==> src/rtl/my_resp_router.sv <==
// my_resp_router: return path from ALU1/ALU2 to the four requester ports.
// Each port has a registered one-cycle output stage backed by a small FIFO.
// The FIFO absorbs same-cycle collisions and drains one entry per cycle in arrival order.
module my_resp_router #(
    parameter int unsigned DEPTH  = 2,
    parameter int unsigned DATA_W = 32
) (
    input  logic              c_clk,
    input  logic              reset,
    input  logic              alu1_out_vld,
    input  logic [1:0]        alu1_out_req_id,
    input  logic [1:0]        alu1_out_resp,
    input  logic [DATA_W-1:0] alu1_out_data,
    input  logic              alu2_out_vld,
    input  logic [1:0]        alu2_out_req_id,
    input  logic [1:0]        alu2_out_resp,
    input  logic [DATA_W-1:0] alu2_out_data,
    output logic              alu2_out_rdy,
    output logic [1:0]        out_resp1,
    output logic [1:0]        out_resp2,
    output logic [1:0]        out_resp3,
    output logic [1:0]        out_resp4,
    output logic [DATA_W-1:0] out_data1,
    output logic [DATA_W-1:0] out_data2,
    output logic [DATA_W-1:0] out_data3,
    output logic [DATA_W-1:0] out_data4,
    output logic [3:0]        resp_pending,
    output logic              resp_err
);

    localparam int unsigned NPORT  = 4;
    localparam int unsigned CNT_W  = $clog2(DEPTH + 1);
    localparam int unsigned CAND_N = DEPTH + 2;

    typedef struct packed {
        logic [1:0]        resp;
        logic [DATA_W-1:0] data;
    } entry_t;

    entry_t           fifo_q [NPORT][DEPTH];
    entry_t           fifo_d [NPORT][DEPTH];
    entry_t           out_q  [NPORT];
    entry_t           out_d  [NPORT];
    logic [CNT_W-1:0] cnt_q  [NPORT];
    logic [CNT_W-1:0] cnt_d  [NPORT];
    logic [3:0]       pending_q, pending_d;
    logic             err_q, err_d;

    logic             alu2_full_c;
    logic             acc1_c;
    logic             acc2_c;
    logic             ill1_c;
    logic             ill2_c;

    // ALU2 is only refused when it collides with ALU1 on a port whose FIFO is full
    assign alu2_full_c  = (cnt_q[alu2_out_req_id] == CNT_W'(DEPTH));
    assign alu2_out_rdy = !(alu2_out_vld && alu1_out_vld &&
                            (alu1_out_req_id == alu2_out_req_id) && alu2_full_c);

    // Accepted results with a legal code are routed; resp 00 is dropped and flagged
    assign acc1_c = alu1_out_vld && (alu1_out_resp != 2'b00);
    assign acc2_c = alu2_out_vld && alu2_out_rdy && (alu2_out_resp != 2'b00);
    assign ill1_c = alu1_out_vld && (alu1_out_resp == 2'b00);
    assign ill2_c = alu2_out_vld && alu2_out_rdy && (alu2_out_resp == 2'b00);

    // Per-port next state: candidates are FIFO head, then ALU1, then ALU2
    always_comb begin
        entry_t cand [CAND_N];
        int     n;
        fifo_d    = fifo_q;
        cnt_d     = cnt_q;
        pending_d = '0;
        err_d     = err_q | ill1_c | ill2_c;
        for (int p = 0; p < NPORT; p++) begin
            out_d[p] = '0;
            for (int i = 0; i < CAND_N; i++) begin
                cand[i] = '0;
            end
            for (int i = 0; i < DEPTH; i++) begin
                cand[i] = fifo_q[p][i];
            end
            n = int'(cnt_q[p]);
            if (acc1_c && (int'(alu1_out_req_id) == p)) begin
                for (int j = 0; j < CAND_N; j++) begin
                    if (j == n) begin
                        cand[j] = {alu1_out_resp, alu1_out_data};
                    end
                end
                n = n + 1;
            end
            if (acc2_c && (int'(alu2_out_req_id) == p)) begin
                for (int j = 0; j < CAND_N; j++) begin
                    if (j == n) begin
                        cand[j] = {alu2_out_resp, alu2_out_data};
                    end
                end
                n = n + 1;
            end
            if (n > 0) begin
                out_d[p] = cand[0];
                for (int i = 0; i < DEPTH; i++) begin
                    fifo_d[p][i] = cand[i+1];
                end
                cnt_d[p] = CNT_W'(n - 1);
            end else begin
                cnt_d[p] = '0;
            end
            pending_d[p] = (n > 1);
        end
    end

    // State registers; reset discards everything in flight
    always_ff @(posedge c_clk or negedge reset) begin
        if (!reset) begin
            for (int p = 0; p < NPORT; p++) begin
                out_q[p] <= '0;
                cnt_q[p] <= '0;
                for (int i = 0; i < DEPTH; i++) begin
                    fifo_q[p][i] <= '0;
                end
            end
            pending_q <= '0;
            err_q     <= 1'b0;
        end else begin
            out_q     <= out_d;
            cnt_q     <= cnt_d;
            fifo_q    <= fifo_d;
            pending_q <= pending_d;
            err_q     <= err_d;
        end
    end

    assign out_resp1    = out_q[0].resp;
    assign out_resp2    = out_q[1].resp;
    assign out_resp3    = out_q[2].resp;
    assign out_resp4    = out_q[3].resp;
    assign out_data1    = out_q[0].data;
    assign out_data2    = out_q[1].data;
    assign out_data3    = out_q[2].data;
    assign out_data4    = out_q[3].data;
    assign resp_pending = pending_q;
    assign resp_err     = err_q;

endmodule

==> config.mk <==
export PLATFORM = sky130hd
export DESIGN_NAME = my_resp_router
export DESIGN_NICKNAME = d
export VERILOG_FILES = /design/src/rtl/my_resp_router.sv
export SDC_FILE = /design/constraint.sdc
export NUM_CORES = 1
export LEC_CHECK = 0
export BUFFER_PORTS_ARGS = -buffer_cell sky130_fd_sc_hd__buf_2
export CAP_MARGIN = 30
export CORE_ASPECT_RATIO = 0.7
export CORE_MARGIN = 10
export CORE_UTILIZATION = 55
export DETAILED_ROUTE_END_ITERATION = 8
export PLACE_DENSITY = 0.75
export SYNTH_ARGS = -nofsm -noshare
export SYNTH_HDL_FRONTEND = slang
export SYNTH_SLANG_ARGS = --single-unit
==> constraint.sdc <==
create_clock -name c_clk -period 5.6 [get_ports c_clk]
set_input_delay 1.12 -clock c_clk [delete_from_list [all_inputs] [get_ports c_clk]]
set_output_delay 1.12 -clock c_clk [all_outputs]
set_load 0.02 [all_outputs]
Word-level counts from Yosys, hierarchy flattened. Cells that the tools add are included.

Output and inout port bits: 142. Register bits after elaboration: 421. Bits of input ports: 76.

Order comparisons: 9. Bitwise operators: 3. Mux-type cells: 59. Reduce and logical (&&, ||, !) cells: 31. Equality and inequality tests: 32. Add/sub/neg operators: 12.

Operators by type and width (number): 2-to-1 mux 34 bit (36); 2-to-1 mux 136 bit (8); == test 3 x 32 -> 1 bit (first input constant) (8); adder 32 x 2 -> 32 bit (second input constant) (4); == test 2 x 32 -> 1 bit (first input constant) (4); > comparator 32 x 1 -> 1 bit (second input constant) (4); > comparator 32 x 2 -> 1 bit (second input constant) (4); zero test 32 bit (4); 2-to-1 mux 32 bit (4); == test 2 bit (first input constant) (8); logical AND 1 bit (16); zero test 2 bit (8); adder 2 x 1 -> 3 bit (second input constant) (4); 2-to-1 mux 2 bit (6); 2-to-1 mux 3 bit (4); == test 2 bit (second input constant) (5); == test 1 x 2 -> 1 bit (first input constant) (4); subtractor 2 bit (second input constant) (4); binary-select mux 2 bit (select 2 bit) (1); == test 2 x 1 -> 1 bit (second input constant) (2); nonzero test 2 bit (2); greater-or-equal comparator 3 bit (second input constant) (1); NOT 2 -> 3 bit (1); == test 2 bit (1); other kinds (2) (3).

Logic depth before layout (Yosys ltp). Gate-level depths: netlist (run 1).

Word-level depth: 13. Mapped depth: 13. Mapped depth without buffers: 11.

Least setup slack after synthesis (run 1). Ideal clock, no wire load.

Path kind: in2reg. Start: input port alu1_out_req_id[0]. End: register fifo_q[60] (netlist bit). Slack: 1.691 ns. Arrival time: 3.781 ns. Stages on the path: 13. Setup time: 0.128 ns. Buffers on the path: 4. Data required time: 5.472 ns. Path through: buf_2 -> nand2_1 -> nor2_1 -> buf_2 -> mux2_2 -> ha_1 -> nand4_1 -> nor4_1 -> a41oi_1 -> mux2i_1 -> buf_2 -> buf_4 -> mux2_1.

Longest elaborated chain between the ends: 9.

Ends and longest elaborated chain: start, declared (line 11) `input logic [1:0] alu1_out_req_id,`; parallel branches: the longest is 9 deep, another holds adder 32 x 2 -> 32 bit; end signal, assigned (line 127) `fifo_q <= fifo_d;`; end, declared (line 40) `entry_t fifo_q [NPORT][DEPTH];`.

Several ways; the timed one is not identified. A chain may end at the register's enable or synchronous reset.

Worst setup path after layout (run 1).
Start: input port alu1_out_resp[0]. End: register fifo_q[223] (netlist bit).

Longest elaborated chain between the ends: 7.

Ends and longest elaborated chain: start, declared (line 12) `input logic [1:0] alu1_out_resp,`; nonzero test 2 bit * (line 61) `assign acc1_c = alu1_out_vld && (alu1_out_resp != 2'b00);`; logical AND 1 bit * (line 61); logical AND 1 bit * (line 83) `if (acc1_c && (int'(alu1_out_req_id) == p)) begin`; 2-to-1 mux 3 bit (line 83); adder 32 x 2 -> 32 bit or == test 3 x 32 -> 1 bit (tied branches) (line 97, 93); 2-to-1 mux 32 bit or 2-to-1 mux 34 bit (tied branches) (line 91, 93); > comparator 32 x 1 -> 1 bit or 2-to-1 mux 136 bit (tied branches) (line 99, 91).

Mark *: on every way between the ends. The rest lies on a longest branch, timed or not.

==> results of run 1 <==
Yosys cell counts, drive strengths merged, types with 4 or more instances:
master / instances
mux2i: 310
xnor2: 4
a31oi: 6
a211oi: 36
o21ai: 85
o2111ai: 6
nand3: 178
inv: 55
ha: 32
clkbuf: 144
nand2: 189
a311oi: 103
dfrtp: 421
o21a: 5
a21oi: 78
nor3: 6
mux2: 277
nand4: 10
nor2: 216
and2: 8
buf: 77
power by group:
part	switching [mW]	leakage, nW	internal (mW)	total [mW]
combinational	1.97	7.34	1.05	3.03
sequential	0.233	5.82	3.45	3.68
clock	1.25	0.695	1.68	2.92
metrics by stage:
stage | instances | setup slack (ns) | total power [mW] | hold slack [ns] | instance area, um^2
5_1_grt | 2961 | 0.995 | 9.95 | 0.506 | 26300
2_1_floorplan | 2284 | 1.69 | 5.60 | 0.458 | 23400
6_report | 2962 | 1.18 | 9.63 | 0.485 | 26300
3_5_place_dp | 2884 | 0.702 | 6.67 | 0.471 | 24900
3_3_place_gp | 2882 | 0.881 | 6.58 | 0.451 | 24900
4_1_cts | 2960 | 1.28 | 9.57 | 0.490 | 26300
path summary, 6_finish.rpt:
check                           slack (ns)                 endpoint  cells past startpoint
worst max-delay path                  1.18  fifo_q[223]$_DFFE_PN0N_                     11
worst min-delay path                  0.49   fifo_q[99]$_DFFE_PN0N_                      1
worst max register to register        1.90   out_data2[1]$_DFF_PN0_                     10
worst min register to register        0.49   fifo_q[99]$_DFFE_PN0N_                      1
max in group asynchronous             3.75  fifo_q[170]$_DFFE_PN0N_                      2
min in group asynchronous             0.67  out_data2[24]$_DFF_PN0_                      1
final cells by class:
cell class / count / area (um^2) / area share [%]
clock inverters: 14 / 160 / 0.608
multi-input cells: 1587 / 11800 / 44.9
flip-flops and latches: 421 / 10500 / 40.0
well taps: 552 / 691 / 2.62
clock buffers: 62 / 1240 / 4.70
diodes: 2 / 5.00 / 0.0190
repair buffers: 269 / 1660 / 6.32
inverters: 55 / 206 / 0.784
layer usage:
layer  share of wire, %  up-vias  wire length, um  global-route usage, %
met2                 44     1247            33900                   44.2
met5                  0        -                0                      0
met1                 41     9793            31800                   40.8
met4                2.9        0             2230                   9.67
li1                   -     8324                -                      -
met3                 12      184             9530                   7.91
critical path: stages:
cell	delay (ns)
buf_2	0.23
o21ai_2	0.50
nor3_2	0.18
xnor2_1	0.61
inv_1	0.20
ha_1	0.30
or3_1	0.37
a21oi_1	0.20
a32o_4	0.44
buf_12	0.30
mux2_1	0.37
kinds of logic (layout without fill, tap and decap cells):
group / count (synthesis) / count (layout) / share of synthesized area [%]
buf+inv: 276 / 400 / 5.00
xor+xnor: 4 / 4 / 0.150
fa+ha+maj: 32 / 32 / 1.71
compound gates: 342 / 342 / 9.94
simple gates: 622 / 622 / 11.5
other cells: 0 / 2 / 0
mux: 587 / 587 / 26.6
flops: 421 / 421 / 45.1
registers in the layout, indices dropped and copies added, names as in the netlist:
name / cells
fifo_q: 272
cnt_q: 8
out_data1: 32
out_resp3: 2
out_resp1: 2
out_data3: 32
resp_pending: 4
out_data4: 32
resp_err: 1
out_data2: 32
out_resp4: 2
out_resp2: 2
placed cells by master (no fill, tap or decap), types with 3 or more instances in the layout:
master     instances
a211oi_1          36
a21oi_1           78
a311oi_1         103
a31oi_1            5
and2_2             6
buf_12            11
buf_2            216
buf_4             39
bufinv_16          3
clkbuf_1          11
clkbuf_16         44
clkbuf_8           7
clkinv_2           9
dfrtp_1          421
ha_1              32
inv_1             52
inv_2              3
mux2_1           150
mux2_2           127
mux2i_1          309
nand2_1          185
nand2_2            4
nand2b_1           3
nand3_1          176
nand4_1           10
nor2_1           214
nor2b_1            3
nor3_1             3
o2111ai_4          4
o211ai_1           3
o21a_1             5
o21ai_0           82
o31ai_1            3
xnor2_1            4
==> flow_summary.toml, run 1 <==
[outcome]
status = "completed"

[clock_network]
clk_pin_slew_ns = 0.06
cts_made_buffers = 43
post-cts-setup-buffer-count = 0
tritoncts = "built"
postCtsResizedCells = 0
cts_sinks = 421
hold_buffers = 0
cts.root.buffer_cell = "clkbuf_16"
htree_levels = 2
insertion_delay_ns = 0.57
clockBufferDepth = 3

[logic_synthesis]
synth.yosys.seq_area_share_pct = 45.1
synth_edf_count = 0
yosys_warnings = 0
postSynthAreaPerCell_um2 = 10.2
netlist_top_cells_area = "dfrtp_1 45%, mux2i_1 13%, mux2_1 7.2%, mux2_2 6.1%, a311oi_1 3.9%"
synth_top_flop_cell = "dfrtp_1"
syn_area_um2 = 23400
synth_top_cell_area_share_pct = 45.1
ys_ff_latch = 421
syn_nets = 2392
yosysTopAreaCell = "dfrtp_1"
async_flop_share_pct = 100
synth_cell_types = 57
netlist_instances = 2284

[setup_path]
worstPathArrival_ns = 4.87
startpoint_type = "input pin"
r2r-start = "cnt_q[4]$_DFF_PN0_"
cp_max_fo = 43
endpoint_kind = "register"
critPathRequiredTime_ns = 6.05
critPathKind = "input pin to register"
cp-startpoint = "alu1_out_resp[0]"

[grt]
grt_usage_pct = 29.4
grt_pass1_wl_um = 117000
overflow = 0
antenna_found_initial = 3
grt_max_degree = 119
grt_pass1_vias = 19600

[sta]
fin_skew_ns = 0.0205
fmax_mhz = 226
tns_ns = 0
rsz0062_at_grt = "no"
fin_crit_sh_pct = 79.0
slew_headroom_pct = 29.8
drv_slew = 0
fin_crit_ns = 4.42
setup_viol = 0
tightest_slew_ns = 1.05
hold_violations = 0

[power_and_ir_drop]
cellLeakagePower_nw = 13.9
peakVddDrop_v = 0.000328
powerDensity_nw_per_um2 = 366

[flow_run]
maxCapViolations = 0

[placement]
dp_hpwl_um = 49200
gp_congestion = 0.878
io_buffers = 217

[routing]
drt_first_pass_iters = 8
wl_per_cell_um = 26.1
drt_iter0_drc = 2709
ant_nets = 0
drc = 0
wl_um = 77400
via_count = 19500
vias_per_cell = 6.60

[finish]
drive_above_1_share_pct = 20.6
nFillCells = 3251
final_util_pct = 62.5
final_nets = 2485
syn_to_final_growth_pct = 12.7

[floorplanning]
die_area_um2 = 51300
die_height_um = 192
initial_core_util_pct = 55.4
chipWidth_um = 266
core_um2 = 42200
io_pins = 218
rows = 63

[hold_path]
hp-class = "register to register"
hp-start = "fifo_q[99]$_DFFE_PN0N_"
(Power assumes the default switching activity.)
==> run 2: changes to the inputs <==
- clock period: 5.6 -> 4.5 ns (I/O delays scaled with it)
==> flow_summary.toml, run 2 (synthesized netlist as in run 1, its figures left out) <==
[outcome]
status = "completed"

[finish]
syn_to_final_growth_pct = 13.8
regMostFlops = "fifo_q"
layout.cells.most_common = "dfrtp_1"
drive_above_1_share_pct = 21.2
largest_register_ffs = 272
final_nets = 2505
stdcell_area_um2 = 26600
layout_common_cells = "421 x dfrtp_1, 309 x mux2i_1, 216 x buf_2, 214 x nor2_1, 186 x nand2_1"
final_util_pct = 63.1
fin_cells = 2986

[setup_path]
critPathKind = "input pin to register"
worstPathArrival_ns = 4.27
r2r_end = "out_data3[30]$_DFF_PN0_"
r2r_slack_ns = 1.04
cp_max_fo = 15
cp-startpoint = "alu1_out_resp[1]"
startpoint_type = "input pin"
r2r-start = "cnt_q[2]$_DFF_PN0_"
worstSetupEndpoint = "out_data3[30]$_DFF_PN0_"
endpoint_kind = "register"
r2r_cells = 10
critPathRequiredTime_ns = 4.91

[clock_network]
post-cts-setup-buffer-count = 0
postCtsResizedCells = 0
clk_pin_slew_ns = 0.06
hold_buffers = 0
cts_made_buffers = 43
tritoncts = "built"
cts.root.buffer_cell = "clkbuf_16"
cts_sinks = 421
clockBufferDepth = 3
htree_levels = 2
insertion_delay_ns = 0.57

[power_and_ir_drop]
peakVddDrop_v = 0.000459
cellLeakagePower_nw = 14.0
powerDensity_nw_per_um2 = 450
total_power_mw = 12.0

[routing]
wl_per_cell_um = 26.0
drc = 0
ant_nets = 0
drt_first_pass_iters = 6
vias_per_cell = 6.59
via_count = 19700
wl_um = 77600
drt_iter0_drc = 2738

[sta]
fin_crit_ns = 3.87
fin_crit_sh_pct = 85.9
tightest_slew_ns = 0.953
fin_ws_ns = 0.635
drv_slew = 0
rsz0062_at_grt = "no"
setup_viol = 0
fmax_mhz = 259
slew_headroom_pct = 36.5
tns_ns = 0
hold_violations = 0
fin_skew_ns = 0.0281
holdWs_ns = 0.446

[floorplanning]
rows = 63
core_um2 = 42200
chipWidth_um = 266
die_height_um = 192
io_pins = 218
die_area_um2 = 51300
initial_core_util_pct = 55.4

[placement]
io_buffers = 217
place_area_um2 = 25200
place_inst = 2904
gp_congestion = 0.935
dp_hpwl_um = 49800
pre_cts_ws_ns = 0.169

[grt]
grt_pass1_vias = 19300
antenna_found_initial = 8
grt_usage_pct = 29.5
grt_max_degree = 115
grt_pass1_wl_um = 117000
overflow = 0

[flow_run]
maxCapViolations = 0

[hold_path]
hp-class = "input pin to async pin"
==> run 2: worst min path at each step <==
stage	cells past startpoint	from	endpoint	slack, ns
4_1_cts	1	reset	out_data2[24]$_DFF_PN0_	0.47
5_1_grt	1	fifo_q[200]$_DFFE_PN0N_	fifo_q[200]$_DFFE_PN0N_	0.50
6_report	1	reset	out_data2[24]$_DFF_PN0_	0.45
3_5_place_dp	2	resp_err$_DFF_PN0_	resp_err$_DFF_PN0_	0.46
3_3_place_gp	2	resp_err$_DFF_PN0_	resp_err$_DFF_PN0_	0.45
2_1_floorplan	1	fifo_q[75]$_DFFE_PN0N_	fifo_q[75]$_DFFE_PN0N_	0.46
==> run 2: cell type report <==
cell class              count  area (um^2)
repair buffers            289         1930
fillers                  3254        15600
well taps                 552          691
clock buffers              65         1280
diodes                      4         10.0
flip-flops and latches    421        10500
clock inverters            13          129
inverters                  55          206
multi-input cells        1587        11800
==> run 2: worst max-delay path: stages <==
cell and delay, ns:
buf_2 0.29, o21ai_2 0.21, nor3_4 0.31, xnor2_1 0.24
inv_2 0.15, ha_1 0.19, o2111ai_1 0.13, nor3b_1 0.60
o22a_1 0.82, buf_4 0.34, a311oi_1 0.08
==> run 2: power breakdown <==
group          switching, mW  internal (mW)  total [mW]
logic                   2.48           1.34        3.83
registers              0.261           4.29        4.55
clock network           1.57           2.03        3.60
==> run 2: metal layers <==
layer  vias to the layer above  wire, um  GRT usage, %
li1                       8384         -             -
met1                      9843     31600          39.8
met2                      1227     33300          43.1
met3                       217     10000          10.1
met4                         4      2660          11.7
met5                         -        20             0
